==> src/rtl/switch_display_debounced_pkg.sv <==
// Shared constants for the debounced switch display: active-low 7-segment codes,
// display-mode encoding and the nibble-to-segment lookup.
package switch_display_pkg;

    // Segment codes are {dp,g,f,e,d,c,b,a}, active-low, with dp off.
    localparam logic [7:0] SEG_0     = 8'hC0;
    localparam logic [7:0] SEG_1     = 8'hF9;
    localparam logic [7:0] SEG_2     = 8'hA4;
    localparam logic [7:0] SEG_3     = 8'hB0;
    localparam logic [7:0] SEG_4     = 8'h99;
    localparam logic [7:0] SEG_5     = 8'h92;
    localparam logic [7:0] SEG_6     = 8'h82;
    localparam logic [7:0] SEG_7     = 8'hF8;
    localparam logic [7:0] SEG_8     = 8'h80;
    localparam logic [7:0] SEG_9     = 8'h90;
    localparam logic [7:0] SEG_A     = 8'h88;
    localparam logic [7:0] SEG_B     = 8'h83;
    localparam logic [7:0] SEG_C     = 8'hC6;
    localparam logic [7:0] SEG_D     = 8'hA1;
    localparam logic [7:0] SEG_E     = 8'h86;
    localparam logic [7:0] SEG_F     = 8'h8E;
    localparam logic [7:0] SEG_BLANK = 8'hFF;

    typedef enum logic {
        MODE_LEVEL = 1'b0,
        MODE_COUNT = 1'b1
    } display_mode_e;

    function automatic logic [7:0] hex_to_seg(input logic [3:0] value);
        logic [7:0] seg;
        unique case (value)
            4'h0: seg = SEG_0;
            4'h1: seg = SEG_1;
            4'h2: seg = SEG_2;
            4'h3: seg = SEG_3;
            4'h4: seg = SEG_4;
            4'h5: seg = SEG_5;
            4'h6: seg = SEG_6;
            4'h7: seg = SEG_7;
            4'h8: seg = SEG_8;
            4'h9: seg = SEG_9;
            4'hA: seg = SEG_A;
            4'hB: seg = SEG_B;
            4'hC: seg = SEG_C;
            4'hD: seg = SEG_D;
            4'hE: seg = SEG_E;
            default: seg = SEG_F;
        endcase
        return seg;
    endfunction

endpackage

==> src/rtl/switch_display_debounced_if.sv <==
// Board-facing bundle of the switch display: switch/mode/clear inputs and
// LED/7-segment outputs. The board (or bench) is master, the display block is slave.
interface switch_display_debounced_if #(
    parameter int CHANNELS = 6
);
    logic [CHANNELS-1:0]   SW;
    logic                  MODE;
    logic                  CLEAR;
    logic [CHANNELS-1:0]   LEDR;
    logic [8*CHANNELS-1:0] HEX;

    modport master (
        output SW, MODE, CLEAR,
        input  LEDR, HEX
    );

    modport slave (
        input  SW, MODE, CLEAR,
        output LEDR, HEX
    );
endinterface

==> src/rtl/switch_display_debounced_debouncer.sv <==
// One switch channel: 2-FF synchroniser followed by a restart-on-glitch debouncer.
// rise is a combinational strobe, high in the cycle that stable is about to go 0->1.
module switch_debouncer #(
    parameter int DEBOUNCE_CYCLES = 50000,
    parameter int CNT_W           = 16
) (
    input  logic CLOCK_50,
    input  logic RESET,
    input  logic raw,
    output logic stable,
    output logic busy,
    output logic rise
);

    localparam logic [CNT_W-1:0] LAST = CNT_W'(DEBOUNCE_CYCLES - 1);

    logic             sync1;
    logic             sync2;
    logic [CNT_W-1:0] count;
    logic             settle;

    assign settle = (sync2 != stable) && (count == LAST);
    assign busy   = (count != '0);
    assign rise   = settle && sync2;

    // NOTE: state registers use non-blocking assignments so every flop samples
    // pre-edge values; blocking here would collapse the synchroniser to one stage.
    always_ff @(posedge CLOCK_50 or posedge RESET) begin
        if (RESET) begin
            sync1  <= 1'b0;
            sync2  <= 1'b0;
            stable <= 1'b0;
            count  <= '0;
        end else begin
            sync1 <= raw;
            sync2 <= sync1;
            if (sync2 == stable) begin
                count <= '0;
            end else if (settle) begin
                stable <= sync2;
                count  <= '0;
            end else begin
                count <= count + CNT_W'(1);
            end
        end
    end

endmodule

==> src/rtl/switch_display_debounced.sv <==
// N-channel debounced switch display: LEDs follow the debounced switches, each digit
// shows the level or a mod-16 count of debounced presses, dp marks a settling channel.
module switch_display_debounced
    import switch_display_pkg::*;
#(
    parameter int CHANNELS        = 6,
    parameter int DEBOUNCE_CYCLES = 50000,
    parameter int CNT_W           = 16
) (
    input  logic                        CLOCK_50,
    input  logic                        RESET,
    switch_display_debounced_if.slave   sd
);

    logic [CHANNELS-1:0] stable;
    logic [CHANNELS-1:0] busy;
    logic [CHANNELS-1:0] rise;
    logic [3:0]          edge_cnt [CHANNELS];
    logic [7:0]          digit_d  [CHANNELS];
    logic [7:0]          digit_q  [CHANNELS];
    logic [CHANNELS-1:0] ledr_q;
    display_mode_e       mode;

    assign mode = display_mode_e'(sd.MODE);

    for (genvar g = 0; g < CHANNELS; g++) begin : g_chan
        switch_debouncer #(
            .DEBOUNCE_CYCLES (DEBOUNCE_CYCLES),
            .CNT_W           (CNT_W)
        ) u_debouncer (
            .CLOCK_50 (CLOCK_50),
            .RESET    (RESET),
            .raw      (sd.SW[g]),
            .stable   (stable[g]),
            .busy     (busy[g]),
            .rise     (rise[g])
        );

        assign sd.HEX[8*g +: 8] = digit_q[g];
    end

    assign sd.LEDR = ledr_q;

    // NOTE: every digit_d element is fully assigned on each pass, so no latch is inferred.
    always_comb begin
        for (int i = 0; i < CHANNELS; i++) begin
            if (mode == MODE_COUNT) begin
                digit_d[i] = hex_to_seg(edge_cnt[i]);
            end else begin
                digit_d[i] = stable[i] ? SEG_1 : SEG_0;
            end
            digit_d[i][7] = ~busy[i];
        end
    end

    // CLEAR takes priority over a coincident press, so that press is not counted.
    always_ff @(posedge CLOCK_50 or posedge RESET) begin
        if (RESET) begin
            ledr_q <= '0;
            for (int i = 0; i < CHANNELS; i++) begin
                edge_cnt[i] <= 4'h0;
                digit_q[i]  <= SEG_0;
            end
        end else begin
            ledr_q <= stable;
            for (int i = 0; i < CHANNELS; i++) begin
                if (sd.CLEAR) begin
                    edge_cnt[i] <= 4'h0;
                end else if (rise[i]) begin
                    edge_cnt[i] <= edge_cnt[i] + 4'h1;
                end
                digit_q[i] <= digit_d[i];
            end
        end
    end

endmodule

==> src/flat_wrapper.sv <==
// flat-port wrapper written by rule: the top's interface ports become plain ports
module switch_display_debounced_flat import switch_display_pkg::*;
#(
    parameter int CHANNELS        = 6,
    parameter int DEBOUNCE_CYCLES = 50000,
    parameter int CNT_W           = 16
)
  (CLOCK_50, RESET, sd_SW, sd_MODE, sd_CLEAR, sd_LEDR, sd_HEX);
  switch_display_debounced_if #(.CHANNELS(CHANNELS)) sd_i ();
  input  logic CLOCK_50;
  input  logic RESET;
  input wire logic [$bits(sd_i.SW)-1:0] sd_SW;
  input wire logic [$bits(sd_i.MODE)-1:0] sd_MODE;
  input wire logic [$bits(sd_i.CLEAR)-1:0] sd_CLEAR;
  output wire logic [$bits(sd_i.LEDR)-1:0] sd_LEDR;
  output wire logic [$bits(sd_i.HEX)-1:0] sd_HEX;
  assign sd_i.SW = sd_SW;
  assign sd_i.MODE = sd_MODE;
  assign sd_i.CLEAR = sd_CLEAR;
  assign sd_LEDR = sd_i.LEDR;
  assign sd_HEX = sd_i.HEX;
  switch_display_debounced #(.CHANNELS(CHANNELS), .DEBOUNCE_CYCLES(DEBOUNCE_CYCLES), .CNT_W(CNT_W)) u_core (.CLOCK_50(CLOCK_50), .RESET(RESET), .sd(sd_i));
endmodule
==> config.mk <==
export PLATFORM = sky130hd
export DESIGN_NAME = switch_display_debounced_flat
export DESIGN_NICKNAME = d
export VERILOG_FILES = /design/src/rtl/switch_display_debounced_pkg.sv /design/src/rtl/switch_display_debounced_if.sv /design/src/rtl/switch_display_debounced_debouncer.sv /design/src/rtl/switch_display_debounced.sv /design/src/flat_wrapper.sv
export SDC_FILE = /design/constraint.sdc
export NUM_CORES = 1
export LEC_CHECK = 0
export BUFFER_PORTS_ARGS = -buffer_cell sky130_fd_sc_hd__buf_2
export CORE_MARGIN = 10
export CORE_UTILIZATION = 61
export CTS_CLUSTER_SIZE = 25
export DETAILED_ROUTE_END_ITERATION = 12
export GPL_TIMING_DRIVEN = 0
export PLACE_DENSITY = 0.8
export SETUP_SLACK_MARGIN = 0.5
export SKIP_LAST_GASP = 1
export SYNTH_ARGS = -nofsm -noshare
export SYNTH_HDL_FRONTEND = slang
export SYNTH_SLANG_ARGS = --single-unit
==> constraint.sdc <==
create_clock -name CLOCK_50 -period 8.1 [get_ports CLOCK_50]
set_clock_uncertainty 0.05 [all_clocks]
set_input_delay 1.62 -clock CLOCK_50 [delete_from_list [all_inputs] [get_ports CLOCK_50]]
set_output_delay 1.62 -clock CLOCK_50 [all_outputs]
set_load 0.02 [all_outputs]
# == Word-level counts from Yosys, hierarchy flattened ==
# Memories as Yosys holds them, arrays and structs flattened.
# Cells that the tools add are included.
# classes
add_sub_neg,12
n_mul,0
div_mod_pow,0
magnitude_cmp,0
n_eq_ne,18
shift,0
mux,36
bitwise,12
reduce_logical,30
# op_table
op,n
$mux W16,12
$add A16 B1 Y16 const B,6
$eq A16 B16 Y1 const B,6
$reduce_bool A16 Y1,6
$mux W4,12
$mux W7,6
$mux W6,6
$add A4 B1 Y4 const B,6
$logic_and A1 B1 Y1,12
$not A1 Y1,12
$reduce_and A2 Y1,6
$reduce_bool A2 Y1,6
$eq A1 B1 Y1,6
$ne A1 B1 Y1,6
# totals
regBits,192
latchBits,0
mem_bits_rw,0
mem_bits_ro,672
in_bits,10
word_cells,151
memories,6
# memory_table
memory,depth,width,rd,rd_ports_with_merged_regs,wr,line_no,text
(no name shown),16,7,1,0,0,switch_display_debounced_pkg.sv:31,unique case (value)
(no name shown),16,7,1,0,0,switch_display_debounced_pkg.sv:31,
(no name shown),16,7,1,0,0,switch_display_debounced_pkg.sv:31,
(no name shown),16,7,1,0,0,switch_display_debounced_pkg.sv:31,
(no name shown),16,7,1,0,0,switch_display_debounced_pkg.sv:31,
(no name shown),16,7,1,0,0,switch_display_debounced_pkg.sv:31,

# == Logic depth before layout (Yosys ltp) ==
# logic_depth
depth_word,5
ltp_mapped,7

# == Modules after synthesis ==
# From an unflattened synthesis, not the netlist that was laid out.
# unflattened
hier_cells,966
hier_area_um2,9920.8
# modules_own_cells
module,n_inst,cells_each,area_each_um2,seq_area_each_um2
switch_debouncer,6,93,935.9,475.5
switch_display_debounced,1,408,4305.4,1966.9

# == Least setup slack after synthesis ==
# No wires, ideal clock.
# synth_timing
path_type,input -> register
from,input sd_MODE
to,"register u_core.digit_q, in the netlist u_core.sd.HEX[0]"
setup_ns,0.125
arrival_time_ns,2.486
required_ns,7.925
setup_slack_ns,5.439
path_stages,3
path_cell_list,clkbuf_1 buf_1 mux2_2
# synth_lines
item,line_no,text
"start, declared",flat_wrapper.sv:13,input wire logic [$bits(sd_i.MODE)-1:0] sd_MODE;
"end signal, assigned by index",switch_display_debounced.sv:72,digit_q[i] <= digit_d[i];
"end, declared",switch_display_debounced.sv:20,logic [7:0] digit_q [CHANNELS];

# == Worst setup path in the final report ==
# layout_timing
from,"register u_core.digit_q, in the netlist u_core.sd.HEX[6]"
to,output sd_HEX[6]
# layout_lines
item,line_no,text
"end, declared",flat_wrapper.sv:16,output wire logic [$bits(sd_i.HEX)-1:0] sd_HEX;
# No word-level cell between the ends.

==> results list <==
* Worst hold slack after final layout: between 0.2 and 0.3 ns
* Largest area contributor in the synthesized netlist: sky130_fd_sc_hd__dfrtp_1
- Dpl ws: ~5.0 ns
- The most used flip-flop cell after synthesis is sky130_fd_sc_hd__dfrtp_1.
- Worst Max-Slew Pin Slew: 0.8124 ns
- In this run the cell area of the synthesized design comes to 9819 um^2.
* Remaining design rule violation count: 0
- The cell sitting at the root of the clock tree is a sky130_fd_sc_hd__clkbuf_16.
- After clock tree synthesis, the clock-pin slew on the worst setup and hold paths is 0.06 ns.
- In this run the number of cells on the critical path is 1.
* Post-route worst setup slack: 5.293 ns
- Floorplan Core Area: approximately 16000 um^2
- Of the post-synthesis cell area, the dominant cell type holds 0.4587.
- Worst Setup Path Type: flop to output port
* Number of buffers added by the clock tree synthesis step: 17
- Count of clock tree sinks: 192
* Category of the worst setup path capture point: output port
- The congestion estimate from routability-driven global placement came to 0.8878.
- Of all nets on the critical path, the largest fanout is 1.
* Die outline width: 146.9 um
* Number of violations reported at the end of detailed-routing iteration 0: 485
* Placement Rows: 46
* Antenna-violating nets left: 0
* Total Routed Length: 20060 um
* Most area-consuming cells after synthesis: sky130_fd_sc_hd__dfrtp_1, sky130_fd_sc_hd__ha_1, sky130_fd_sc_hd__xnor2_1
- Sequence of cells on the critical path: buf_2
- Synth cell types: 47
- The flow ran to the end, and the final reports show no timing, DRC or antenna violations.
* Resized Gates After CTS: 0
- First-pass iteration count of the detailed router: 5
* Clock insertion delay at the later pin of the skew report: 0.44 ns
- Crit path DAT: approximately 1.1 ns
* Estimated wirelength of the detail-placed design: approximately 14000 um
* Die area: 21570 um^2
- The largest individual stage delay along the critical path comes from the cell sky130_fd_sc_hd__dfstp_2.
- Cell count of the worst reg-to-reg path: 6
- A synthesized cell averages 9.810 um^2.
- Syn Nets: 1059
- After clock tree synthesis, the flow added hold-fix buffers numbering 0.
* Yosys synthesis warning count: 0
- 64 I/O pins were placed.
- Total via count in the routed design: 7486
- Required time of the critical path: 6.43 ns
- Derived from the worst setup path, the maximum achievable clock frequency is 0.3563 GHz.
- The number of antenna diodes in the final layout is 0.
* Worst IR Drop VDD: around 0.16 mV
- Slew Limit Fails: 0
- Dividing the detail-routed wire length by the instance count gives roughly 15 um.
- In this run the tightest slew margin relative to its limit is 0.4584.
- # port buffers: 62
- Post-route clock period utilization: 0.3465
- The initial antenna violation count came to 0.
- Summed over all layers, the global routing overflow is 0.
* Hold Path Class: flop to flop
* CTS H-Tree Depth: 4
* Post-synth EDFFs: 0
* Leakage power: 0.004647 uW
- Final hold violation count: 0
- Number of cells on the worst hold path: 0
- Starting density of the core: 0.6204
- Area growth from synthesis to layout: 12.35%
* Flop-to-flop setup slack: 5.57 ns
- Endpoints failing setup: 0
- Via count of the first global-routing pass: about 7000
* Clock Path Buffers: 2
* RSZ-0062 raised after global routing: no
- Post-layout nets: 1141
* Overall fraction of global-route tracks in use: 0.1935
- Maxcap violations: 0
- Of the cells placed in the final design, the portion with a size suffix greater than 1 is 0.1277.
* Family of cells with the greatest summed delay on the critical path: flip-flops
* Share of synthesized registers carrying an async set or reset: 1.000
- Worst path max stage delay: 0.54 ns
- Entering global routing, the biggest net connects 102 pins.
- Sort of element at the start of the critical path: flop
- Setup bufs post-CTS: 0
- TritonCTS built the clock tree.
* DIE HEIGHT: 146.9 um
- Sequential fraction of the synthesis area: 0.4908
* Most instantiated library cell after synthesis: sky130_fd_sc_hd__dfrtp_1
- Cell Pwr Density: 174.8 nW/um^2
- The first global-routing pass estimated ~35000 um of wire.
- After synthesis the netlist holds a flip-flop and latch count of 192.
- The worst path in the final design needs a cycle of roughly 2.8 ns, including I/O delays and setup.
- Worst Path Buf+Inv: 1
* Cells after synthesis: 1001
* Per-cell via count in the routed design: 5.706
- Cell types with the highest counts after synthesis: sky130_fd_sc_hd__dfrtp_1, sky130_fd_sc_hd__nor2_1, sky130_fd_sc_hd__xnor2_1
power breakdown:
part / internal, uW / switching (uW)
Sequential: 980 / 13.2
Clock: 488 / 350
Combinational: 28.5 / 68.6
routing by layer:
metal | up-vias | wire (um) | track usage
met2 | 175 | 9428 | 0.3105
met5 | - | 0 | 0
li1 | 3650 | - | -
met4 | 0 | 314 | 0.06006
met3 | 29 | 1137 | 0.04453
met1 | 3632 | 9176 | 0.2552
logic make-up after synthesis:
logic type,synth area share
compound gates,0.08040
xor+xnor,0.07671
simple gates,0.2108
mux,0.04128
fa+ha+maj,0.06116
buf+inv,0.03886
flops,0.4908
final timing paths:
kind	endpoint	start
max	sd_HEX[6]	u_core.sd.HEX[6]$_DFF_PP1_
min	u_core.g_chan[0].u_debouncer.sync2$_DFF_PP0_	u_core.g_chan[0].u_debouncer.sync1$_DFF_PP0_
max reg2reg	u_core.g_chan[4].u_debouncer.count[13]$_DFF_PP0_	u_core.g_chan[4].u_debouncer.count[11]$_DFF_PP0_
min reg2reg	u_core.g_chan[0].u_debouncer.sync2$_DFF_PP0_	u_core.g_chan[0].u_debouncer.sync1$_DFF_PP0_
max in group asynchronous	u_core.sd.HEX[7]$_DFF_PP1_	RESET
min in group asynchronous	u_core.sd.HEX[18]$_DFF_PP0_	RESET
cell usage in the layout (no fill, tap or decap), types with 2 or more instances in the layout:
cell / count
sky130_fd_sc_hd__or4_1: 18
sky130_fd_sc_hd__nand4_1: 30
sky130_fd_sc_hd__a221o_1: 2
sky130_fd_sc_hd__o21ai_0: 40
sky130_fd_sc_hd__clkbuf_1: 41
sky130_fd_sc_hd__o21a_1: 4
sky130_fd_sc_hd__o22a_1: 2
sky130_fd_sc_hd__dfrtp_1: 180
sky130_fd_sc_hd__clkbuf_8: 4
sky130_fd_sc_hd__nor4_1: 33
sky130_fd_sc_hd__nand2b_1: 19
sky130_fd_sc_hd__ha_1: 48
sky130_fd_sc_hd__a32oi_1: 2
sky130_fd_sc_hd__mux2i_1: 9
sky130_fd_sc_hd__nand2_1: 53
sky130_fd_sc_hd__dfstp_2: 12
sky130_fd_sc_hd__xor2_1: 23
sky130_fd_sc_hd__nand3_1: 42
sky130_fd_sc_hd__nor2b_1: 2
sky130_fd_sc_hd__clkinv_4: 2
sky130_fd_sc_hd__xnor2_1: 63
sky130_fd_sc_hd__and4_1: 11
sky130_fd_sc_hd__nor2_1: 141
sky130_fd_sc_hd__clkinvlp_4: 3
sky130_fd_sc_hd__and3_1: 10
sky130_fd_sc_hd__or3_1: 8
sky130_fd_sc_hd__o41ai_1: 3
sky130_fd_sc_hd__mux4_2: 3
sky130_fd_sc_hd__inv_1: 54
sky130_fd_sc_hd__nand3b_1: 5
sky130_fd_sc_hd__a31oi_1: 9
sky130_fd_sc_hd__buf_2: 67
sky130_fd_sc_hd__clkbuf_16: 17
sky130_fd_sc_hd__a21oi_1: 40
sky130_fd_sc_hd__nor3_1: 28
sky130_fd_sc_hd__o31ai_1: 14
sky130_fd_sc_hd__mux2_2: 22
sky130_fd_sc_hd__nor4b_1: 5
sky130_fd_sc_hd__o211ai_1: 10
sky130_fd_sc_hd__bufinv_16: 2
area by class of cell:
cell class,instances,area [um^2]
multi-input cells,709,4618
flip-flops and latches,192,4820
clock buffers,24,491.7
inverters,56,217.7
fillers,1200,4796
well taps,216,270.3
plain buffers,44,171.4
clock inverters,8,105.1
repair buffers,63,337.8
stage by stage:
stage / instances / util / instance area (um^2) / total power [uW] / setup TNS, ns
after floorplan: 1001 / - / 9819 / 1074 / 0
after global placement: 1279 / 0.6571 / 10400 / 1105 / -113.92
after detailed placement: 1280 / 0.6593 / 10440 / 1110 / 0
after CTS: 1312 / 0.6970 / 11030 / 1946 / 0
after global routing: 1312 / 0.6970 / 11030 / 2000 / 0
final: 1312 / 0.6970 / 11030 / 1929 / 0
sequential cells by signal, summed over array words and instances (netlist names):
| register | flops |
|---|---|
| u_core.g_chan.u_debouncer.stable | 6 |
| u_core.sd.LEDR | 6 |
| u_core.g_chan.u_debouncer.sync1 | 6 |
| u_core.edge_cnt | 24 |
| u_core.sd.HEX | 48 |
| u_core.g_chan.u_debouncer.count | 96 |
| u_core.g_chan.u_debouncer.sync2 | 6 |
(Power assumes the default switching activity.)
